==> src/rtl/arbitro_compuerta_pkg.sv <==
// Shared types and defaults for the parking barrier arbiter: FSM states, lane ids
// and the per-state output pattern.
package arbitro_compuerta_pkg;

    localparam logic [7:0] PIN_CORRECTO_DEF = 8'b00001000;
    localparam int         MAX_INTENTOS_DEF = 3;
    localparam int         T_ESPERA_DEF     = 16;

    typedef enum logic [2:0] {
        IDLE,
        VERIF_PIN,
        ABIERTO_ENT,
        ABIERTO_SAL,
        ALARMA,
        BLOQUEO
    } estado_t;

    typedef enum logic {
        ENT = 1'b0,
        SAL = 1'b1
    } carril_t;

    typedef struct packed {
        logic cerrado;
        logic abierto;
        logic alarma;
        logic bloqueo;
        logic grant_ent;
        logic grant_sal;
    } salidas_t;

    // Moore output pattern for each state; abierto is only ever set with cerrado cleared.
    function automatic salidas_t salidas_de(estado_t e);
        salidas_t s;
        s = '0;
        s.cerrado = 1'b1;
        case (e)
            VERIF_PIN: s.grant_ent = 1'b1;
            ABIERTO_ENT: begin
                s.cerrado   = 1'b0;
                s.abierto   = 1'b1;
                s.grant_ent = 1'b1;
            end
            ABIERTO_SAL: begin
                s.cerrado   = 1'b0;
                s.abierto   = 1'b1;
                s.grant_sal = 1'b1;
            end
            ALARMA: begin
                s.alarma    = 1'b1;
                s.grant_ent = 1'b1;
            end
            BLOQUEO: s.bloqueo = 1'b1;
            default: ;
        endcase
        return s;
    endfunction

endpackage

==> src/rtl/arbitro_compuerta_if.sv <==
// Lane sensors / keypad towards the controller and barrier commands back out.
// master = lane side, slave = controller.
interface arbitro_compuerta_if;

    logic       VehiculoEnt;
    logic       VehiculoSal;
    logic       enterPin;
    logic [7:0] Pin;
    logic       TerminoEnt;
    logic       TerminoSal;

    logic       Cerrado;
    logic       Abierto;
    logic       Alarma;
    logic       Bloqueo;
    logic       GrantEnt;
    logic       GrantSal;
    logic [1:0] Intentos;

    modport master (
        output VehiculoEnt, VehiculoSal, enterPin, Pin, TerminoEnt, TerminoSal,
        input  Cerrado, Abierto, Alarma, Bloqueo, GrantEnt, GrantSal, Intentos
    );

    modport slave (
        input  VehiculoEnt, VehiculoSal, enterPin, Pin, TerminoEnt, TerminoSal,
        output Cerrado, Abierto, Alarma, Bloqueo, GrantEnt, GrantSal, Intentos
    );

endinterface

==> src/rtl/arbitro_compuerta_verificador_pin.sv <==
// Keypad strobe edge detector, PIN comparator and saturating wrong-PIN counter.
// pin_ok/pin_mal pulse once per strobe rising edge, only while habilitado is high.
module arbitro_compuerta_verificador_pin
    import arbitro_compuerta_pkg::*;
#(
    parameter logic [7:0] PIN_CORRECTO = PIN_CORRECTO_DEF,
    parameter int         MAX_INTENTOS = MAX_INTENTOS_DEF
) (
    input  logic       clk,
    input  logic       rst,
    input  logic       enter_pin,
    input  logic [7:0] pin,
    input  logic       habilitado,
    input  logic       limpiar,
    output logic       pin_ok,
    output logic       pin_mal,
    output logic [1:0] intentos
);

    localparam logic [1:0] MAX_CNT = 2'(MAX_INTENTOS);

    logic enter_q;
    logic pin_ev;

    assign pin_ev  = enter_pin & ~enter_q;
    assign pin_ok  = habilitado & pin_ev & (pin == PIN_CORRECTO);
    assign pin_mal = habilitado & pin_ev & (pin != PIN_CORRECTO);

    always_ff @(posedge clk or posedge rst) begin
        if (rst) begin
            enter_q  <= 1'b0;
            intentos <= '0;
        end else begin
            enter_q <= enter_pin;
            if (limpiar) begin
                intentos <= '0;
            end else if (pin_mal && (intentos != MAX_CNT)) begin
                intentos <= intentos + 2'd1;
            end
        end
    end

endmodule

==> src/rtl/arbitro_compuerta.sv <==
// Shares one barrier between a PIN-protected entry lane and a free exit lane:
// round-robin grant, PIN sequencing, wrong-PIN alarm and tailgating lockout.
module arbitro_compuerta
    import arbitro_compuerta_pkg::*;
#(
    parameter logic [7:0] PIN_CORRECTO = PIN_CORRECTO_DEF,
    parameter int         MAX_INTENTOS = MAX_INTENTOS_DEF,
    parameter int         T_ESPERA     = T_ESPERA_DEF
) (
    input logic               Clk,
    input logic               Reset,
    arbitro_compuerta_if.slave bus
);

    localparam int         ESP_W  = $clog2(T_ESPERA + 1);
    localparam logic [1:0] UMBRAL = 2'(MAX_INTENTOS - 1);

    estado_t          estado;
    carril_t          ultimo;
    salidas_t         sal_q;
    logic [ESP_W-1:0] espera;

    logic       habilitado;
    logic       pin_ok;
    logic       pin_mal;
    logic [1:0] intentos;

    assign habilitado = (estado == VERIF_PIN) || (estado == ALARMA) || (estado == BLOQUEO);

    // Any accepted correct PIN breaks the run of consecutive failures.
    arbitro_compuerta_verificador_pin #(
        .PIN_CORRECTO (PIN_CORRECTO),
        .MAX_INTENTOS (MAX_INTENTOS)
    ) u_verificador (
        .clk        (Clk),
        .rst        (Reset),
        .enter_pin  (bus.enterPin),
        .pin        (bus.Pin),
        .habilitado (habilitado),
        .limpiar    (pin_ok),
        .pin_mal    (pin_mal),
        .pin_ok     (pin_ok),
        .intentos   (intentos)
    );

    always_ff @(posedge Clk or posedge Reset) begin
        if (Reset) begin
            estado <= IDLE;
            sal_q  <= salidas_de(IDLE);
            ultimo <= SAL;
            espera <= '0;
        end else begin
            espera <= '0;
            case (estado)
                IDLE: begin
                    if (bus.VehiculoEnt && (!bus.VehiculoSal || ultimo == SAL)) begin
                        estado <= VERIF_PIN;
                        sal_q  <= salidas_de(VERIF_PIN);
                        ultimo <= ENT;
                    end else if (bus.VehiculoSal) begin
                        estado <= ABIERTO_SAL;
                        sal_q  <= salidas_de(ABIERTO_SAL);
                        ultimo <= SAL;
                    end
                end
                VERIF_PIN: begin
                    if (pin_ok) begin
                        estado <= ABIERTO_ENT;
                        sal_q  <= salidas_de(ABIERTO_ENT);
                    end else if (pin_mal && (intentos >= UMBRAL)) begin
                        estado <= ALARMA;
                        sal_q  <= salidas_de(ALARMA);
                    end else if (!bus.VehiculoEnt) begin
                        estado <= IDLE;
                        sal_q  <= salidas_de(IDLE);
                    end else if (bus.VehiculoSal && !pin_mal) begin
                        // Entry has stalled too long with exit waiting: yield to exit.
                        if (espera == ESP_W'(T_ESPERA - 1)) begin
                            estado <= IDLE;
                            sal_q  <= salidas_de(IDLE);
                            ultimo <= ENT;
                        end else begin
                            espera <= espera + 1'b1;
                        end
                    end
                end
                ALARMA: begin
                    if (pin_ok) begin
                        estado <= ABIERTO_ENT;
                        sal_q  <= salidas_de(ABIERTO_ENT);
                    end
                end
                ABIERTO_ENT: begin
                    if (bus.TerminoEnt) begin
                        estado <= bus.VehiculoEnt ? BLOQUEO : IDLE;
                        sal_q  <= salidas_de(bus.VehiculoEnt ? BLOQUEO : IDLE);
                    end
                end
                ABIERTO_SAL: begin
                    if (bus.TerminoSal) begin
                        estado <= IDLE;
                        sal_q  <= salidas_de(IDLE);
                    end
                end
                BLOQUEO: begin
                    if (pin_ok) begin
                        estado <= IDLE;
                        sal_q  <= salidas_de(IDLE);
                    end
                end
                default: begin
                    estado <= IDLE;
                    sal_q  <= salidas_de(IDLE);
                end
            endcase
        end
    end

    assign bus.Cerrado  = sal_q.cerrado;
    assign bus.Abierto  = sal_q.abierto;
    assign bus.Alarma   = sal_q.alarma;
    assign bus.Bloqueo  = sal_q.bloqueo;
    assign bus.GrantEnt = sal_q.grant_ent;
    assign bus.GrantSal = sal_q.grant_sal;
    assign bus.Intentos = intentos;

endmodule

==> src/flat_wrapper.sv <==
// flat-port wrapper written by rule: the top's interface ports become plain ports
module arbitro_compuerta_flat import arbitro_compuerta_pkg::*;
#(
    parameter logic [7:0] PIN_CORRECTO = PIN_CORRECTO_DEF,
    parameter int         MAX_INTENTOS = MAX_INTENTOS_DEF,
    parameter int         T_ESPERA     = T_ESPERA_DEF
)
  (Clk, Reset, bus_VehiculoEnt, bus_VehiculoSal, bus_enterPin, bus_Pin, bus_TerminoEnt, bus_TerminoSal, bus_Cerrado, bus_Abierto, bus_Alarma, bus_Bloqueo, bus_GrantEnt, bus_GrantSal, bus_Intentos);
  arbitro_compuerta_if bus_i ();
  input logic Clk;
  input logic Reset;
  input wire logic [$bits(bus_i.VehiculoEnt)-1:0] bus_VehiculoEnt;
  input wire logic [$bits(bus_i.VehiculoSal)-1:0] bus_VehiculoSal;
  input wire logic [$bits(bus_i.enterPin)-1:0] bus_enterPin;
  input wire logic [$bits(bus_i.Pin)-1:0] bus_Pin;
  input wire logic [$bits(bus_i.TerminoEnt)-1:0] bus_TerminoEnt;
  input wire logic [$bits(bus_i.TerminoSal)-1:0] bus_TerminoSal;
  output wire logic [$bits(bus_i.Cerrado)-1:0] bus_Cerrado;
  output wire logic [$bits(bus_i.Abierto)-1:0] bus_Abierto;
  output wire logic [$bits(bus_i.Alarma)-1:0] bus_Alarma;
  output wire logic [$bits(bus_i.Bloqueo)-1:0] bus_Bloqueo;
  output wire logic [$bits(bus_i.GrantEnt)-1:0] bus_GrantEnt;
  output wire logic [$bits(bus_i.GrantSal)-1:0] bus_GrantSal;
  output wire logic [$bits(bus_i.Intentos)-1:0] bus_Intentos;
  assign bus_i.VehiculoEnt = bus_VehiculoEnt;
  assign bus_i.VehiculoSal = bus_VehiculoSal;
  assign bus_i.enterPin = bus_enterPin;
  assign bus_i.Pin = bus_Pin;
  assign bus_i.TerminoEnt = bus_TerminoEnt;
  assign bus_i.TerminoSal = bus_TerminoSal;
  assign bus_Cerrado = bus_i.Cerrado;
  assign bus_Abierto = bus_i.Abierto;
  assign bus_Alarma = bus_i.Alarma;
  assign bus_Bloqueo = bus_i.Bloqueo;
  assign bus_GrantEnt = bus_i.GrantEnt;
  assign bus_GrantSal = bus_i.GrantSal;
  assign bus_Intentos = bus_i.Intentos;
  arbitro_compuerta #(.PIN_CORRECTO(PIN_CORRECTO), .MAX_INTENTOS(MAX_INTENTOS), .T_ESPERA(T_ESPERA)) u_core (.Clk(Clk), .Reset(Reset), .bus(bus_i));
endmodule
==> config.mk <==
export PLATFORM = sky130hd
export DESIGN_NAME = arbitro_compuerta_flat
export DESIGN_NICKNAME = d
export VERILOG_FILES = /design/src/rtl/arbitro_compuerta_pkg.sv /design/src/rtl/arbitro_compuerta_if.sv /design/src/rtl/arbitro_compuerta_verificador_pin.sv /design/src/rtl/arbitro_compuerta.sv /design/src/flat_wrapper.sv
export SDC_FILE = /design/constraint.sdc
export NUM_CORES = 1
export LEC_CHECK = 0
export ABC_AREA = 1
export BUFFER_PORTS_ARGS = -buffer_cell sky130_fd_sc_hd__buf_4
export CORE_AREA = 2 2 49 51
export DETAILED_ROUTE_END_ITERATION = 7
export DIE_AREA = 0 0 51 53
export PLACE_DENSITY = 0.73
export SLEW_MARGIN = 30
export SYNTH_ARGS = -nofsm -noshare
export SYNTH_HDL_FRONTEND = slang
export SYNTH_SLANG_ARGS = --single-unit
==> constraint.sdc <==
create_clock -name Clk -period 1.7 [get_ports Clk]
set_input_delay 0.34 -clock Clk [delete_from_list [all_inputs] [get_ports Clk]]
set_output_delay 0.34 -clock Clk [all_outputs]
set_load 0.02 [all_outputs]
# == After elaboration in Yosys (flattened, before gate mapping) ==
# Cells that the tools add are included.
# totals
ff_bits,18
latch_bits,0
mem_bits_rw,0
romBits,0
inputBits,15
output_inout_bits,8
elab_cells,107
mem_count,0
# op_classes
add_sub_neg,2
mul,0
div_mod_pow,0
order_cmp,1
eq_ne,26
shifts,0
muxes,46
n_bitwise,5
reduce_logical,16
# op_table
cell,n
6-bit 2-to-1 mux,11
3-bit 2-to-1 mux,12
6-bit case mux with 6 select lines,1
5-bit 2-to-1 mux,6
3-bit case mux with 6 select lines,1
"2-bit inequality test, second input constant",8
7-bit AND reduction,2
"3-bit by 2-bit == test with 1-bit output, second input constant",4
"3-bit == test, second input constant",4
1-bit 2-to-1 mux,11
"5-bit by 4-bit inequality test with 1-bit output, second input constant",2
"8-bit by 4-bit == test with 1-bit output, second input constant",1
"8-bit by 4-bit inequality test with 1-bit output, second input constant",1
"3-bit by 1-bit == test with 1-bit output, second input constant",2
2-bit 2-to-1 mux,3
"5-bit by 1-bit adder with 5-bit output, second input constant",1
"5-bit by 4-bit == test with 1-bit output, second input constant",1
1-bit AND,4
1-bit logical AND,4
"2-bit by 1-bit inequality test with 1-bit output, second input constant",2
2-bit nonzero test,2
3-bit zero test,1
1-bit logical OR,3
"3-bit by 2-bit inequality test with 1-bit output, second input constant",1
other kinds (7),8

# == Logic depth before layout (Yosys ltp) ==
# Gate-level depths: netlist of the first run.
# depth
ltp_word,12
ltp_mapped,13
mapped_depth_nobuf,13

# == By module ==
# Synthesis of the first run repeated with hierarchy kept, for this count alone.
# hier_totals
hier_cells,148
area_unflattened_um2,1043.5
# by_module_without_submodules
module,n_inst,cells_per_inst,area_each_um2,seq_area_each_um2
arbitro_compuerta,1,111,812.0,352.8
arbitro_compuerta_verificador_pin,1,37,231.5,75.1

# == Worst setup path before layout of the first run ==
# OpenSTA, ideal clock, no wires.
# synth_timing
path_type,register to register
startpoint,register u_core.u_verificador.intentos[0]
endpoint,register u_core.sal_q (netlist bit u_core.bus.Alarma)
setup_ps,66
arrival_ps,1539
required_time_ps,1634
path_slack_ps,96
path_stages_with_launch,13
path_buffers,0
period_less_slack_ps,1604
cell_sequence,dfrtp_1 inv_1 ha_1 or2_2 nand3_2 nand2_1 inv_1 nand2_2 nand2_2 nand2_4 nand2_4 nand2_1 nand2_1
# synth_via
elab_chain_len,5
elab_cells_between_ends,8
cone_classes,order compare: 1; eq/ne: 2; mux: 3; reduce/logical: 2
# synth_lines
item,line_no,source
from (decl),arbitro_compuerta_verificador_pin.sv:17,output logic [1:0] intentos
from (signal assigned),arbitro_compuerta_verificador_pin.sv:38,intentos <= intentos + 2'd1;
2-bit >= comparator *,arbitro_compuerta.sv:70,end else if (pin_mal && (intentos >= UMBRAL)) begin
1-bit logical AND *,arbitro_compuerta.sv:70,
6-bit 2-to-1 mux,arbitro_compuerta.sv:70,
6-bit 2-to-1 mux,arbitro_compuerta.sv:67,if (pin_ok) begin
6-bit case mux with 6 select lines,arbitro_compuerta.sv:54,case (estado)
to (signal assigned),arbitro_compuerta.sv:58,sal_q <= salidas_de(VERIF_PIN);
to (signal assigned),arbitro_compuerta.sv:69,sal_q <= salidas_de(ABIERTO_ENT);
to (signal assigned),arbitro_compuerta.sv:72,sal_q <= salidas_de(ALARMA);
to (decl),arbitro_compuerta.sv:20,salidas_t sal_q;
# Mark *: on every way between the ends. The rest lies on a longest branch, timed or not.
# A chain may end at the register's enable or synchronous reset.

# == Final worst setup path of the first run ==
# layout_timing
startpoint,register u_core.u_verificador.intentos[1]
endpoint,register u_core.estado[0]
# layout_via
elab_chain_len,5
elab_cells_between_ends,8
cone_classes,order compare: 1; eq/ne: 2; mux: 3; reduce/logical: 2
# layout_lines
item,line_no,source
2-bit >= comparator *,arbitro_compuerta.sv:70,
1-bit logical AND *,arbitro_compuerta.sv:70,
3-bit 2-to-1 mux,arbitro_compuerta.sv:70,
3-bit 2-to-1 mux,arbitro_compuerta.sv:67,
3-bit case mux with 6 select lines,arbitro_compuerta.sv:54,
to (signal assigned),arbitro_compuerta.sv:95,estado <= bus.VehiculoEnt ? BLOQUEO : IDLE;
to (decl),arbitro_compuerta.sv:18,estado_t estado;
# Marks and branches as above.

==> results of run 1 <==
area by class of cell:
cell class	instances	area, um^2	area share
Multi-Input combinational cell	94	519	0.399
Sequential cell	17	428	0.329
Timing Repair Buffer	24	180	0.138
Inverter	30	113	0.0865
Tap cell	28	35.0	0.0269
Clock buffer	3	22.5	0.0173
Clock inverter	1	5.00	0.00384
stage by stage:
| step | hold slack [ps] | worst slack [ps] | util | instances | area, um^2 |
|---|---|---|---|---|---|
| 6_report | 112 | 130 | 0.606 | 197 | 1300 |
| 5_1_grt | 148 | 2.68 | 0.606 | 197 | 1300 |
| 4_1_cts | 133 | 109 | 0.603 | 196 | 1290 |
| 3_5_place_dp | 459 | 134 | 0.590 | 192 | 1270 |
| 3_3_place_gp | 449 | 170 | 0.590 | 192 | 1270 |
| 2_1_floorplan | 265 | 95.6 | - | 141 | 1060 |
layer usage:
metal | GRT usage | up-vias
li1 | - | 487
met2 | 0.299 | 22
met1 | 0.223 | 415
met4 | 0.131 | 0
met3 | 0.0395 | 9
met5 | 0 | -
worst max-delay path, delay by kind of cell (launching register included):
kind	cells	cell delay, ps
and+or+nand+nor	9	820
DFF	1	440
buffers and inverters	1	60
adders and majority gates	1	190
registers in the layout, summed over array words and instances, names as in the netlist:
name and cells:
u_core.bus.Cerrado 1, u_core.u_verificador.intentos 2, u_core.bus.Bloqueo 1, u_core.bus.GrantSal 1, u_core.bus.Alarma 1, u_core.bus.GrantEnt 1
u_core.ultimo 1, u_core.estado 3, u_core.espera 5, u_core.u_verificador.enter_q 1
power by group through the flow:
stage,combinational (W),sequential (W),clock (W)
finish,0.000930,0.000637,0.000229
global route,0.00105,0.000653,0.000246
CTS,0.000913,0.000643,0.000231
detailed placement,0.000908,0.000650,0
global placement,0.000892,0.000647,0
floorplan,0.000570,0.000721,0
how the worst max path moves through the flow:
stage	from	end	slack, ps	cells past startpoint
final	u_core.u_verificador.intentos[1]	u_core.estado[0]	130	11
after global routing	u_core.estado[2]	u_core.espera[0]	3	6
after global placement	u_core.u_verificador.intentos[0]	u_core.estado[0]	170	12
after CTS	u_core.u_verificador.intentos[0]	u_core.estado[0]	110	12
after detailed placement	u_core.u_verificador.intentos[0]	u_core.bus.Alarma	130	12
after floorplan	u_core.u_verificador.intentos[0]	u_core.bus.Alarma	100	12
cell families after synthesis:
family	share of synthesized area
simple gates	0.385
xor+xnor	0.0165
compound gates	0.0531
fa+ha+maj	0.0354
flops	0.404
buf+inv	0.106
placed cells by master (no fill, tap or decap):
master and instances:
nor3_1 3, dfstp_2 2, xor2_1 1, nand4_1 2, or2_2 1, o21ai_0 6, nor2_2 2, inv_1 28
xnor2_1 1, o21ai_1 2, clkinv_2 1, nand3_2 4, clkbuf_4 3, buf_4 24, nor2_4 2, nand4_2 1
nand2_1 33, a21oi_4 1, nand2_4 2, or2_1 1, dfrtp_1 15, inv_2 2, ha_1 3, nand3_1 12
nor2_1 13, nand2_2 4
==> metrics.cfg, run 1 <==
[synth]
synth.area.top_cells=dfrtp_1 (35%), nand2_1 (12%), inv_1 (9.9%)
synth.distinct_cells=23
count_of_warnings_emitted_by_yosys=0
netlist_area_mm2=0.00106
post-synth-top-count-cell=nand2_1
post-synth-top-area-fraction=0.354
ys_ff_latch=17
yosys_most_used_dff=dfrtp_1
syn_area_per_cell_um2=7.52
yosysSeqAreaShare=0.404
synth.largest_area_cell=dfrtp_1
async_reset_ff_frac=1.00
syn_nets=159
synth_edf_count=0
yosys-top-cells-count=nand2_1 (33), inv_1 (28), dfrtp_1 (15), nor2_1 (13), nand3_1 (12)
postSynthCellCount=141

[critical_path]
r2r_cells=11
r2r_end=u_core.estado[0]
maximum_fanout_along_the_worst_path=8
crit_required_ps=1950
crit_path_cell_trace=ha_1, or2_2, nand3_2, nand2_1, inv_1, nand2_2, nand2_2, nand2_4, nand2_4, nand2_1, nand2_1
critPathMaxStageDelay_ps=440
startpoint_to_endpoint_class_of_the_critical_path=flop to flop
path_common_cell=nand2_1
reg2reg_slack_ps=130
cp-start-kind=flop
r2r_start=u_core.u_verificador.intentos[1]
endpoint_kind=flop
arrival_ps=1820
crit_slowest_cell=dfrtp_1

[timing]
timing.final.setup_violations=0
slew_violations=0
final_period_util=0.923
setup_repair_after_global_routing_missed_its_margin=false
final.setup.tns_ps=0
hold_viol=0
period_needed_ps=1570
skew_ps=1.63
slew_headroom=0.570
fmax_achieved_mhz=637
worst_pin_slew_ps=644

[power_and_ir_drop]
internal-power_w=0.000982
max-vdd-ir-drop_mv=0.906
power.switching_w=0.000814
power.share.sequential=0.355
p_total_w=0.00180
clockPowerShare=0.128
combinationalPowerShare=0.518
p_leak_nw=0.753
power.share.switching=0.453
power_per_cell_area_mw_per_mm2=1380

[routing]
detail_route.drc_violations=0
route.detailed.vias_per_inst=4.74
route.antenna.remaining_nets=0
routed.top_layer=met4
wl_mm=2.09
routed-wl-met3_um=92
met2_wire_length_um=958
num_vias=933
wl_met1_um=961
drt_pass1_iterations=4
wl_per_cell_um=10.6
detail_route.iter0.violations=18

[place]
gp_routability_congestion=0.836
hpwl_after_detailed_placement_mm=1.64
io_buffer_count=22

[die]
chipWidth_um=51
fp.dieH_um=53
core.rowCount=17
core_area_mm2=0.00215
initial_core_util=0.493
die_area_mm2=0.00270
io_pins=23

[global_routing]
grt_max_degree=18
antenna_found_initial=0
residual_overflow_from_global_routing=0
grt_first_pass_wirelength_mm=3.68
gr-usage-all-layers=0.187
first_global_vias=901

[cts]
ctsLongestPathBuffers=2
clkTransAtPathRegs_ps=100
post-cts-setup-buffer-count=0
post_cts.resized_instances=0
clk-insertion-delay-late_ps=310
cts_tree=built
cts_root_buf=clkbuf_4
count_of_h_tree_levels_built_during_cts=1
cts_made_buffers=3
cts_hold_repair.buffers=0
clock-sinks=17

[finish]
area_growth_syn_to_layout_pct=22.9
fillers=198
antenna_cells=0
fraction_of_final_layout_cells_with_drive_strength_greater_than_1=0.290
fin_nets=188

[worst_hold_path]
hp-class=input port to async pin

[outcome]
status=finished, final reports clean

[flow_run]
timing.max_cap.violations=0

(Power assumes the default switching activity.)
==> inputs of run 2 (changes only) <==
CORE_AREA = 2 2 48 50   (was 2 2 49 51)
DIE_AREA = 0 0 50 52   (was 0 0 51 53)
PLACE_DENSITY = 0.75   (was 0.73)
REMOVE_ABC_BUFFERS = 1   (was unset)
SYNTH_HIERARCHICAL = 1   (was unset)
==> metrics.cfg, run 2 <==
[critical_path]
cp-start-kind=flop  ; unchanged
maximum_fanout_along_the_worst_path=7  ; was 8
endpoint_kind=flop  ; unchanged
crit_required_ps=1890  ; was 1950 ps
r2r_cells=12  ; was 11
startpoint_to_endpoint_class_of_the_critical_path=flop to flop  ; unchanged
arrival_ps=1840  ; was 1820 ps

[routing]
drt_pass1_iterations=4  ; unchanged
detail_route.iter0.violations=19  ; was 18
wl_per_cell_um=11.1  ; was 10.6 um
detail_route.drc_violations=0  ; unchanged
route.detailed.vias_per_inst=4.95  ; was 4.74
wl_mm=2.35  ; was 2.09 mm
route.antenna.remaining_nets=0  ; unchanged
num_vias=1049  ; was 933

[power_and_ir_drop]
clockPowerShare=0.112  ; was 0.128
power_per_cell_area_mw_per_mm2=1380  ; about the same
max-vdd-ir-drop_mv=0.926  ; was 0.906 mV
combinationalPowerShare=0.568  ; was 0.518
p_leak_nw=0.802  ; was 0.753 nW
power.share.switching=0.447  ; was 0.453
power.share.sequential=0.320  ; was 0.355
p_total_w=0.00192  ; was 0.00180 W
power.switching_w=0.000857  ; was 0.000814 W
internal-power_w=0.00106  ; was 0.000982 W

[finish]
final_design_area_no_fill_mm2=0.00139  ; was 0.00130 mm^2
layout_top_registers=u_core/espera: 5 flops, u_core/estado: 3 flops, u_core/u_verificador/intentos: 2 flops  ; was u_core.espera: 5 flops, u_core.estado: 3 flops, u_core.u_verificador.intentos: 2 flops
fraction_of_final_layout_cells_with_drive_strength_greater_than_1=0.315  ; was 0.290
mostFrequentLayoutCells=nand2_1 (45), buf_4 (31), inv_1 (23)  ; was nand2_1 (33), inv_1 (28), buf_4 (24)
antenna_cells=0  ; unchanged
registers.top_by_ff_count=u_core/espera  ; was u_core.espera
area_growth_syn_to_layout_pct=33.2  ; was 22.9%
multiInputGateArea_um2=559  ; was 519 um^2
largest_register_ff_count=5  ; unchanged
fin_nets=202  ; was 188
seq_area_um2=428  ; unchanged
fillers=183  ; was 198
layout_commonest_cell=nand2_1  ; unchanged

[cts]
cts_made_buffers=3  ; unchanged
clock-sinks=17  ; unchanged
count_of_h_tree_levels_built_during_cts=1  ; unchanged
cts_tree=built  ; unchanged
clk-insertion-delay-late_ps=290  ; was 310 ps
cts_root_buf=clkbuf_4  ; unchanged
ctsLongestPathBuffers=2  ; unchanged
clkTransAtPathRegs_ps=100  ; about the same

[timing]
skew_ps=2.20  ; was 1.63 ps
timing.final.setup_violations=0  ; unchanged
fmax_achieved_mhz=607  ; was 637 MHz
period_needed_ps=1650  ; was 1570 ps
slew_headroom=0.646  ; was 0.570
final_period_util=0.970  ; was 0.923
setup_repair_after_global_routing_missed_its_margin=true  ; was false
hold_viol=0  ; unchanged
slew_violations=0  ; unchanged
worst_pin_slew_ps=531  ; was 644 ps

[synth]
synth.distinct_cells=18  ; was 23
postSynthCellCount=148  ; was 141
synth_edf_count=0  ; unchanged
post-synth-top-area-fraction=0.360  ; was 0.354
yosys-top-cells-count=nand2_1 (45), inv_1 (26), nand3_1 (21), nor2_1 (20), dfrtp_1 (15)  ; was nand2_1 (33), inv_1 (28), dfrtp_1 (15), nor2_1 (13), nand3_1 (12)
yosys_most_used_dff=dfrtp_1  ; unchanged
synth.area.top_cells=dfrtp_1 (36%), nand2_1 (16%), nand3_1 (10%)  ; was dfrtp_1 (35%), nand2_1 (12%), inv_1 (9.9%)
ys_ff_latch=17  ; unchanged
netlist_area_mm2=0.00104  ; was 0.00106 mm^2
synth.largest_area_cell=dfrtp_1  ; unchanged
syn_area_per_cell_um2=7.05  ; was 7.52 um^2
post-synth-top-count-cell=nand2_1  ; unchanged
yosysSeqAreaShare=0.410  ; was 0.404
count_of_warnings_emitted_by_yosys=6  ; was 0
async_reset_ff_frac=1.00  ; unchanged

[global_routing]
grt_use_met3=0.0345  ; was 0.0395
grt_max_degree=15  ; was 18
grt_use_met2=0.382  ; was 0.299
grt_util_met1=0.257  ; was 0.223
antenna_found_initial=0  ; unchanged
residual_overflow_from_global_routing=0  ; unchanged
gr-usage-all-layers=0.217  ; was 0.187
busiest_layer=met2  ; unchanged
first_global_vias=998  ; was 901
grt_first_pass_wirelength_mm=4.19  ; was 3.68 mm

[place]
placed_area_mm2=0.00130  ; was 0.00127 mm^2
gp_routability_congestion=0.885  ; was 0.836
io_buffer_count=22  ; unchanged
hpwl_after_detailed_placement_mm=1.85  ; was 1.64 mm

[worst_hold_path]
hold_depth=1
hp-class=input port to flop  ; was input port to async pin

[flow_run]
timing.max_cap.violations=0  ; unchanged

[die]
chipWidth_um=50  ; was 51 um
fp.dieH_um=52  ; was 53 um
initial_core_util=0.496  ; was 0.493
core_area_mm2=0.00211  ; was 0.00215 mm^2
io_pins=23  ; unchanged
die_area_mm2=0.00260  ; was 0.00270 mm^2
core.rowCount=17  ; unchanged

[outcome]
status=finished, final reports clean  ; unchanged

run 2: cell types whose count changed in the layout (fill, tap and decap cells not counted), moves of 4 or more:
cell	previous run	this run
nor2_1	13	17
nand2_1	33	45
o21ai_0	6	1
buf_4	24	31
inv_1	28	23
nand3_1	12	19
run 2: worst paths after layout:
check,endpoint,start,slack (ps)
max in group asynchronous,u_core/ultimo,Reset,700
worst min-delay path,u_core/u_verificador/enter_q,bus_enterPin,160
worst min register to register,u_core/espera[0],u_core/espera[0],470
min in group asynchronous,u_core/u_verificador/intentos[1],Reset,460
worst max-delay path,u_core/estado[1],u_core/estado[2],50
worst max register to register,u_core/estado[1],u_core/estado[2],50
run 2: area by class of cell:
class / instances / share of cell area
Clock buffer: 3 / 0.0162
Clock inverter: 1 / 0.00360
Inverter: 26 / 0.0702
Multi-Input combinational cell: 105 / 0.402
Sequential cell: 17 / 0.308
Tap cell: 28 / 0.0252
Timing Repair Buffer: 32 / 0.175
run 2: metrics by stage:
stage	worst slack [ps]	utilization	hold slack [ps]	TNS, ps	std cells
after floorplan	-194	-	93.6	-1330	148
after global placement	22.4	0.619	222	0	206
after detailed placement	-44.9	0.619	221	-164	206
after CTS	25.4	0.644	155	0	211
after global routing	-125	0.660	146	-920	212
final	51.4	0.660	162	0	212
run 2: power groups by stage:
stage / Sequential (W) / Clock, W / Combinational, W
2_1_floorplan: 0.000729 / 0 / 0.000546
3_3_place_gp: 0.000616 / 0 / 0.000969
3_5_place_dp: 0.000620 / 0 / 0.00101
4_1_cts: 0.000612 / 0.000227 / 0.00104
5_1_grt: 0.000631 / 0.000243 / 0.00123
6_report: 0.000614 / 0.000215 / 0.00109
run 2: logic make-up (layout without fill, tap and decap cells):
kind of cell,Yosys count,after routing,share of synthesized area
AO/OA/AOI/OAI,2,2,0.00958
adder cells (fa/ha/maj),2,2,0.0240
flip-flops,17,17,0.410
buffers and inverters,26,62,0.0935
AND/OR/NAND/NOR,99,99,0.446
XOR/XNOR,2,2,0.0168
run 2: routing by layer:
metal | vias to the layer above | share of wire
met1 | 490 | 0.40
met2 | 28 | 0.55
li1 | 525 | -
met5 | - | 0
met4 | 0 | 0.015
met3 | 6 | 0.031
run 2: worst max-delay path: stages, from the launching register on:
cell,delay [ps]
dfrtp_1,400
nor2_2,120
nor2_1,50
nand2_1,70
nor2_2,50
inv_2,80
nor2_4,40
inv_2,80
nand2_1,90
nor3_4,250
nand2_4,120
nand3_1,130
nand2_1,60
run 2: repair_timing:
action                     CTS  global route
hold buffers                 1             0
buffers inserted             0             1
resized for setup            4             8
pin swaps                    1             9
setup endpoints to repair    8            14
hold endpoints to repair     3             0
